[src/rtl/uart_tx_port_pkg.sv]
// Shared constants for the memory-mapped UART transmitter: FSM encoding,
// register offsets and STATUS bit positions.
package uart_tx_port_pkg;

  typedef enum logic [1:0] {
    ST_IDLE  = 2'd0,
    ST_START = 2'd1,
    ST_DATA  = 2'd2,
    ST_STOP  = 2'd3
  } tx_state_t;

  localparam logic [15:0] REG_STATUS = 16'd0;
  localparam logic [15:0] REG_DATA   = 16'd1;

  localparam int STATUS_READY    = 0;
  localparam int STATUS_IDLE     = 1;
  localparam int STATUS_OVERFLOW = 2;

  function automatic logic [7:0] pack_status(input logic ready, input logic idle,
                                             input logic overflow);
    logic [7:0] s;
    s = 8'h00;
    s[STATUS_READY]    = ready;
    s[STATUS_IDLE]     = idle;
    s[STATUS_OVERFLOW] = overflow;
    return s;
  endfunction

endpackage

[src/rtl/sync_fifo.sv]
// Single-clock FIFO with registered storage and same-cycle push/pop.
// A push while full is ignored even if a pop happens in the same cycle.
module sync_fifo #(
  parameter int WIDTH = 8,
  parameter int DEPTH = 16
) (
  input  logic                     clock,
  input  logic                     reset,
  input  logic                     push,
  input  logic [WIDTH-1:0]         push_data,
  input  logic                     pop,
  output logic [WIDTH-1:0]         head,
  output logic                     full,
  output logic                     empty,
  output logic [$clog2(DEPTH):0]   count
);

  localparam int AW = $clog2(DEPTH);
  localparam logic [AW:0] FULL_COUNT = (AW + 1)'(DEPTH);

  logic [WIDTH-1:0] mem [DEPTH];
  logic [AW-1:0]    wr_ptr;
  logic [AW-1:0]    rd_ptr;
  logic             do_push;
  logic             do_pop;

  assign full    = (count == FULL_COUNT);
  assign empty   = (count == '0);
  assign do_push = push && !full;
  assign do_pop  = pop && !empty;
  assign head    = mem[rd_ptr];

  always_ff @(posedge clock) begin
    if (do_push) mem[wr_ptr] <= push_data;
  end

  always_ff @(posedge clock) begin
    if (reset) begin
      wr_ptr <= '0;
      rd_ptr <= '0;
      count  <= '0;
    end else begin
      if (do_push) wr_ptr <= wr_ptr + 1'b1;
      if (do_pop)  rd_ptr <= rd_ptr + 1'b1;
      case ({do_push, do_pop})
        2'b10:   count <= count + 1'b1;
        2'b01:   count <= count - 1'b1;
        default: count <= count;
      endcase
    end
  end

endmodule

[src/rtl/uart_tx_port.sv]
// Bus-mapped 8N1 UART transmitter: STATUS/DATA register window, transmit
// FIFO and a bit-timed serialiser that chains queued frames back to back.
module uart_tx_port
  import uart_tx_port_pkg::*;
#(
  parameter logic [15:0] BASE_ADDR    = 16'hF200,
  parameter int          CLKS_PER_BIT = 521,
  parameter int          FIFO_DEPTH   = 16
) (
  input  logic        clock,
  input  logic        reset,
  input  logic [15:0] address,
  input  logic        write_en,
  input  logic [7:0]  data_in,
  output logic [7:0]  data_out,
  output logic        tx
);

  localparam int TW = (CLKS_PER_BIT > 1) ? $clog2(CLKS_PER_BIT) : 1;
  localparam logic [TW-1:0] TIMER_LAST = TW'(CLKS_PER_BIT - 1);
  localparam int CW = $clog2(FIFO_DEPTH) + 1;

  tx_state_t      state, state_next;
  logic [TW-1:0]  bit_timer, timer_next;
  logic [2:0]     bit_index, index_next;
  logic [7:0]     shift_reg, shift_next;
  logic           tx_next;
  logic           overflow;

  logic           sel_status, sel_data, wr_status, wr_data;
  logic           fifo_full, fifo_empty, fifo_pop;
  logic [7:0]     fifo_head;
  logic [CW-1:0]  fifo_count;
  logic           bit_done;

  assign sel_status = (address == BASE_ADDR + REG_STATUS);
  assign sel_data   = (address == BASE_ADDR + REG_DATA);
  assign wr_status  = write_en && sel_status;
  assign wr_data    = write_en && sel_data;
  assign bit_done   = (bit_timer == TIMER_LAST);

  sync_fifo #(.WIDTH(8), .DEPTH(FIFO_DEPTH)) tx_fifo (
    .clock     (clock),
    .reset     (reset),
    .push      (wr_data),
    .push_data (data_in),
    .pop       (fifo_pop),
    .head      (fifo_head),
    .full      (fifo_full),
    .empty     (fifo_empty),
    .count     (fifo_count)
  );

  always_comb begin
    data_out = 8'h00;
    if (sel_status)
      data_out = pack_status(!fifo_full, (fifo_count == '0) && (state == ST_IDLE), overflow);
  end

  // A new frame is loaded from the FIFO both from IDLE and on the final
  // STOP cycle, so queued bytes leave with no idle gap in between.
  always_comb begin
    state_next = state;
    timer_next = bit_timer;
    index_next = bit_index;
    shift_next = shift_reg;
    tx_next    = tx;
    fifo_pop   = 1'b0;
    case (state)
      ST_IDLE: begin
        tx_next = 1'b1;
        if (!fifo_empty) begin
          fifo_pop   = 1'b1;
          shift_next = fifo_head;
          state_next = ST_START;
          tx_next    = 1'b0;
          timer_next = '0;
          index_next = '0;
        end
      end
      ST_START: begin
        if (bit_done) begin
          state_next = ST_DATA;
          timer_next = '0;
          index_next = '0;
          tx_next    = shift_reg[0];
          shift_next = shift_reg >> 1;
        end else begin
          timer_next = bit_timer + 1'b1;
        end
      end
      ST_DATA: begin
        if (bit_done) begin
          timer_next = '0;
          if (bit_index == 3'd7) begin
            state_next = ST_STOP;
            tx_next    = 1'b1;
          end else begin
            index_next = bit_index + 1'b1;
            tx_next    = shift_reg[0];
            shift_next = shift_reg >> 1;
          end
        end else begin
          timer_next = bit_timer + 1'b1;
        end
      end
      ST_STOP: begin
        if (bit_done) begin
          timer_next = '0;
          if (!fifo_empty) begin
            fifo_pop   = 1'b1;
            shift_next = fifo_head;
            state_next = ST_START;
            tx_next    = 1'b0;
            index_next = '0;
          end else begin
            state_next = ST_IDLE;
            tx_next    = 1'b1;
          end
        end else begin
          timer_next = bit_timer + 1'b1;
        end
      end
      default: begin
        state_next = ST_IDLE;
        tx_next    = 1'b1;
      end
    endcase
  end

  // A write dropped on a full FIFO wins over a coincident STATUS clear.
  always_ff @(posedge clock) begin
    if (reset) begin
      state     <= ST_IDLE;
      bit_timer <= '0;
      bit_index <= '0;
      shift_reg <= '0;
      tx        <= 1'b1;
      overflow  <= 1'b0;
    end else begin
      state     <= state_next;
      bit_timer <= timer_next;
      bit_index <= index_next;
      shift_reg <= shift_next;
      tx        <= tx_next;
      if (wr_data && fifo_full)
        overflow <= 1'b1;
      else if (wr_status)
        overflow <= 1'b0;
    end
  end

endmodule

[config.mk]
export PLATFORM = sky130hd
export DESIGN_NAME = uart_tx_port
export DESIGN_NICKNAME = d
export VERILOG_FILES = /design/src/rtl/uart_tx_port_pkg.sv /design/src/rtl/sync_fifo.sv /design/src/rtl/uart_tx_port.sv
export SDC_FILE = /design/constraint.sdc
export NUM_CORES = 1
export LEC_CHECK = 0
export BUFFER_PORTS_ARGS = -buffer_cell sky130_fd_sc_hd__buf_2
export CORE_ASPECT_RATIO = 1.2
export CORE_MARGIN = 3
export CORE_UTILIZATION = 50
export DETAILED_ROUTE_END_ITERATION = 10
export HOLD_SLACK_MARGIN = 0.15
export PLACE_DENSITY = 0.66
export SYNTH_ARGS = -nofsm -noshare
export SYNTH_HDL_FRONTEND = slang
export SYNTH_SLANG_ARGS = --single-unit
[constraint.sdc]
create_clock -name clock -period 4.3 [get_ports clock]
set_input_delay 0.86 -clock clock [delete_from_list [all_inputs] [get_ports clock]]
set_output_delay 0.86 -clock clock [all_outputs]
set_load 0.05 [all_outputs]
==> qor.log <==
INFO  run_status     status=finished, final reports clean
INFO  clocking       cts.path.max_buffers=2
INFO  clocking       clk_pin_slew=0.06ns
INFO  clocking       insertion_delay=0.43ns
INFO  critical_path  critPathArrivalTime=3.79ns
INFO  routing        via_count=4324
INFO  routing        post_drt_wl_per_cell=20.19microns
INFO  routing        wirelength_routed=14.74mm
INFO  sta            timing.setup.tns=0ns
INFO  synthesis      synth_warnings=0
INFO  sta            maxClockFrequency=0.2874GHz
INFO  global_routing grt_remaining_overflow=0
INFO  placement      dp.final_hpwl=9.941mm
INFO  floorplanning  die_w=116.9microns
INFO  routing        drt_iter0_markers=319
INFO  floorplanning  die-area=0.01626sqmm
INFO  min_path       hold_depth=1
INFO  pwr            p_leak=2.750nW
INFO  floorplanning  rows=48
INFO  synthesis      synth.cells.most_frequent=sky130_fd_sc_hd__edfxtp_1 (128), sky130_fd_sc_hd__nor2_1 (45), sky130_fd_sc_hd__dfxtp_1 (42)
INFO  synthesis      synthesis.instances=509
INFO  sta            slew_viol_final=0
INFO  global_routing grt.total_usage=19.42%
INFO  routing        number_of_search_and_repair_iterations_in_the_first_detailed_routing_pass=4
INFO  finish         final.fill_count=1117
INFO  sta            slew_headroom=39.89%
INFO  sta            finalHoldViolCount=0
INFO  synthesis      post-synth-top-area-fraction=52.09%
INFO  clocking       ctsRootBufferMaster=sky130_fd_sc_hd__clkbuf_16
INFO  floorplanning  floorplan.io_pins=36
INFO  clocking       tritoncts_num_sinks=170
INFO  sta            grt_setup_unrepaired=false
INFO  critical_path  ff2ff_path_depth=11
INFO  critical_path  worstPathCellList=inv_1 > ha_1 > nor3b_2 > ha_1 > xor2_1 > ha_1 > or3b_1 > a21oi_1 > o21bai_1 > a21oi_1 > mux2_1
INFO  synthesis      register_area_share_after_synthesis=63.48%
INFO  finish         finish.instance_area=0.008220sqmm
INFO  finish         diodes=0
INFO  clocking       h_tree_lvl_count=4
INFO  global_routing pin_count_of_the_biggest_net_entering_global_routing=32
INFO  synthesis      yosys_cell_types=59
INFO  sta            timing_worst_slew_pin_value=0.9004ns
INFO  floorplanning  floorplan.die.height=139.1microns
INFO  critical_path  critical_path.max_fanout=22
INFO  clocking       number_of_clock_buffers_inserted_by_tritoncts=17
INFO  synthesis      synth.area.top_cells=sky130_fd_sc_hd__edfxtp_1 (52%), sky130_fd_sc_hd__dfxtp_1 (11%), sky130_fd_sc_hd__mux4_2 (7.6%), sky130_fd_sc_hd__ha_1 (2.9%), sky130_fd_sc_hd__mux2i_1 (2.3%)
INFO  critical_path  crit_path_top_delay_cell=sky130_fd_sc_hd__ha_1
INFO  critical_path  largest_stage_delay_on_the_critical_path=0.58ns
INFO  synthesis      yosys_most_used_dff=sky130_fd_sc_hd__edfxtp_1
INFO  pwr            fraction_of_power_consumed_by_the_clock_network=40.8%
INFO  pwr            power_density=438.0mW/mm^2
INFO  pwr            vdd.ir_drop.worst=0.3885mV
INFO  global_routing grt_pass1_vias=4386
INFO  finish         largest_register_ffs=128
INFO  pwr            relative_contribution_of_combinational_cells_to_total_power=9.0%
INFO  finish         finalCoreUtilization=57.03%
INFO  sta            layout_worst_path_cycle_share=80.93%
INFO  finish         drive_above_1_share=19.10%
INFO  placement      gp_congestion=0.8426
INFO  synthesis      synth_top_cell_by_area=sky130_fd_sc_hd__edfxtp_1
INFO  global_routing grt_pass1_wl=23.47mm
INFO  routing        antenna_violating_nets_post_route=0
INFO  synthesis      synth.most_common_cell=sky130_fd_sc_hd__edfxtp_1
INFO  sta            final_period_minus_worst_setup_slack=3.480ns
INFO  synthesis      synth-edff-count=128
INFO  sta            timing.clock.skew=0.005935ns
INFO  finish         number_of_nets_in_the_layout=586
INFO  clocking       cts_hold_buffers=0
INFO  pwr            netSwitchingPower=892.0uW
INFO  floorplanning  fp.coreArea=0.01441sqmm
INFO  finish         syn_to_final_growth=11.39%
INFO  routing        drcViolationCount=0
INFO  clocking       cts_tree=done
INFO  placement      portBuffers=30
INFO  synthesis      synth.avg_cell_area=14.50squm
INFO  critical_path  most_frequent_cell_on_the_critical_path=sky130_fd_sc_hd__ha_1
INFO  clocking       post_cts.resized_instances=0
INFO  pwr            report.power.total=3.601mW
INFO  pwr            p_int=2.709mW
INFO  pwr            netSwitchingFraction=24.77%
INFO  sta            setup_viol_count_final=0
INFO  run            drv_cap=0
INFO  global_routing antenna_found_initial=0
INFO  critical_path  worstSetupPathType=flop to flop
INFO  routing        drt-vias-per-instance=5.923
INFO  pwr            seq_pwr_share=50.2%
INFO  floorplanning  initial_core_util=51.20%
INFO  placement      post_dp_cell_area=0.007654sqmm
INFO  synthesis      postSynth.asyncResetShare=0%
INFO  clocking       postCtsSetupBuffers=0
INFO  synthesis      synth_area=0.007380sqmm
INFO  synthesis      yosys_register_bits=170
INFO  min_path       worst_hold_path_type=flop to flop
INFO  critical_path  critical_path.endpoint_type=flop
INFO  critical_path  setup.worst_path.start_class=flop
INFO  critical_path  crit_required=4.61ns
placed cells by master, fill, tap and decap left out, types with 3 or more instances in the layout:
cell type,count
sky130_fd_sc_hd__clkbuf_16,17
sky130_fd_sc_hd__inv_8,3
sky130_fd_sc_hd__inv_1,15
sky130_fd_sc_hd__nor2_1,45
sky130_fd_sc_hd__clkinvlp_4,3
sky130_fd_sc_hd__and2_0,3
sky130_fd_sc_hd__nand4_1,6
sky130_fd_sc_hd__buf_2,30
sky130_fd_sc_hd__a21o_1,3
sky130_fd_sc_hd__o41ai_2,6
sky130_fd_sc_hd__o211ai_1,7
sky130_fd_sc_hd__ha_1,17
sky130_fd_sc_hd__mux4_2,25
sky130_fd_sc_hd__xor2_1,12
sky130_fd_sc_hd__buf_4,7
sky130_fd_sc_hd__or3_1,3
sky130_fd_sc_hd__nor4b_1,4
sky130_fd_sc_hd__and3_1,10
sky130_fd_sc_hd__nand3_1,11
sky130_fd_sc_hd__a21oi_1,19
sky130_fd_sc_hd__nor4_1,4
sky130_fd_sc_hd__o21ai_1,3
sky130_fd_sc_hd__o21ai_0,6
sky130_fd_sc_hd__nand2_1,21
sky130_fd_sc_hd__mux2i_1,17
sky130_fd_sc_hd__a221oi_1,7
sky130_fd_sc_hd__edfxtp_1,128
sky130_fd_sc_hd__dfxtp_1,41
sky130_fd_sc_hd__and2_1,5
sky130_fd_sc_hd__nor2b_1,13
sky130_fd_sc_hd__conb_1,5
sky130_fd_sc_hd__inv_6,4
sky130_fd_sc_hd__xnor2_1,6
sky130_fd_sc_hd__nor3_1,6
kinds of logic (layout without fill, tap and decap cells):
logic type	after synthesis	count (layout)	share of synthesized area, %
multiplexers	43	43	10.09
adder cells (fa/ha/maj)	17	17	2.882
flip-flops	170	170	63.48
other	1	5	0.05082
buffers and inverters	43	85	3.035
XOR/XNOR	18	18	2.136
AO/OA/AOI/OAI	74	74	7.918
AND/OR/NAND/NOR	143	143	10.41
power by group through the flow:
stage          Combinational (mW)  Clock [mW]  Sequential (mW)
2_1_floorplan               0.240           0             1.85
3_3_place_gp                0.312           0             1.84
3_5_place_dp                0.324           0             1.84
4_1_cts                     0.325        1.50             1.81
5_1_grt                     0.358        1.58             1.81
6_report                    0.324        1.47             1.81
critical path, delay by kind of cell, from the launching register on:
kind	cells	cell delay (ns)
compound gates	3	0.39
xor+xnor	1	0.12
fa+ha+maj	3	1.21
buf+inv	1	0.12
flops	1	0.37
mux	1	0.33
simple gates	2	0.84
routing by layer:
metal | routed length [microns] | vias to the layer above | GRT usage (%)
li1 | - | 2018 | -
met1 | 6284 | 2154 | 25.22
met2 | 7441 | 127 | 31.71
met3 | 763 | 25 | 5.238
met4 | 252 | 0 | 6.220
met5 | 0 | - | 0
cell type report:
class / count / area [sq um] / share of cell area [%]
Tap cell: 175 / 219.0 / 2.664
Sequential cell: 170 / 4686 / 57.00
Clock buffer: 19 / 432.9 / 5.266
Inverter: 16 / 60.06 / 0.7306
Multi-Input combinational cell: 300 / 2486 / 30.24
Clock inverter: 13 / 133.9 / 1.629
Timing Repair Buffer: 37 / 202.7 / 2.466
worst paths after layout:
kind                                             from                             to  slack, ns
worst max-delay path            state[0]$_SDFFE_PP0P_  tx_fifo.count[4]$_SDFFE_PP0P_       0.82
worst min-delay path                  tx$_SDFFE_PP1P_                tx$_SDFFE_PP1P_       0.46
worst max register to register  state[0]$_SDFFE_PP0P_  tx_fifo.count[4]$_SDFFE_PP0P_       0.82
worst min register to register        tx$_SDFFE_PP1P_                tx$_SDFFE_PP1P_       0.46
through the flow:
step | std cells | setup WS [ns] | hold slack [ns]
finish | 730 | 0.8202 | 0.4611
global route | 730 | 0.5452 | 0.4997
CTS | 730 | 0.8117 | 0.4702
detailed placement | 698 | 0.4181 | 0.4550
global placement | 698 | 0.5513 | 0.4448
floorplan | 513 | 0.3975 | 0.4422
No activity file was read; power rests on OpenSTA's default activity.
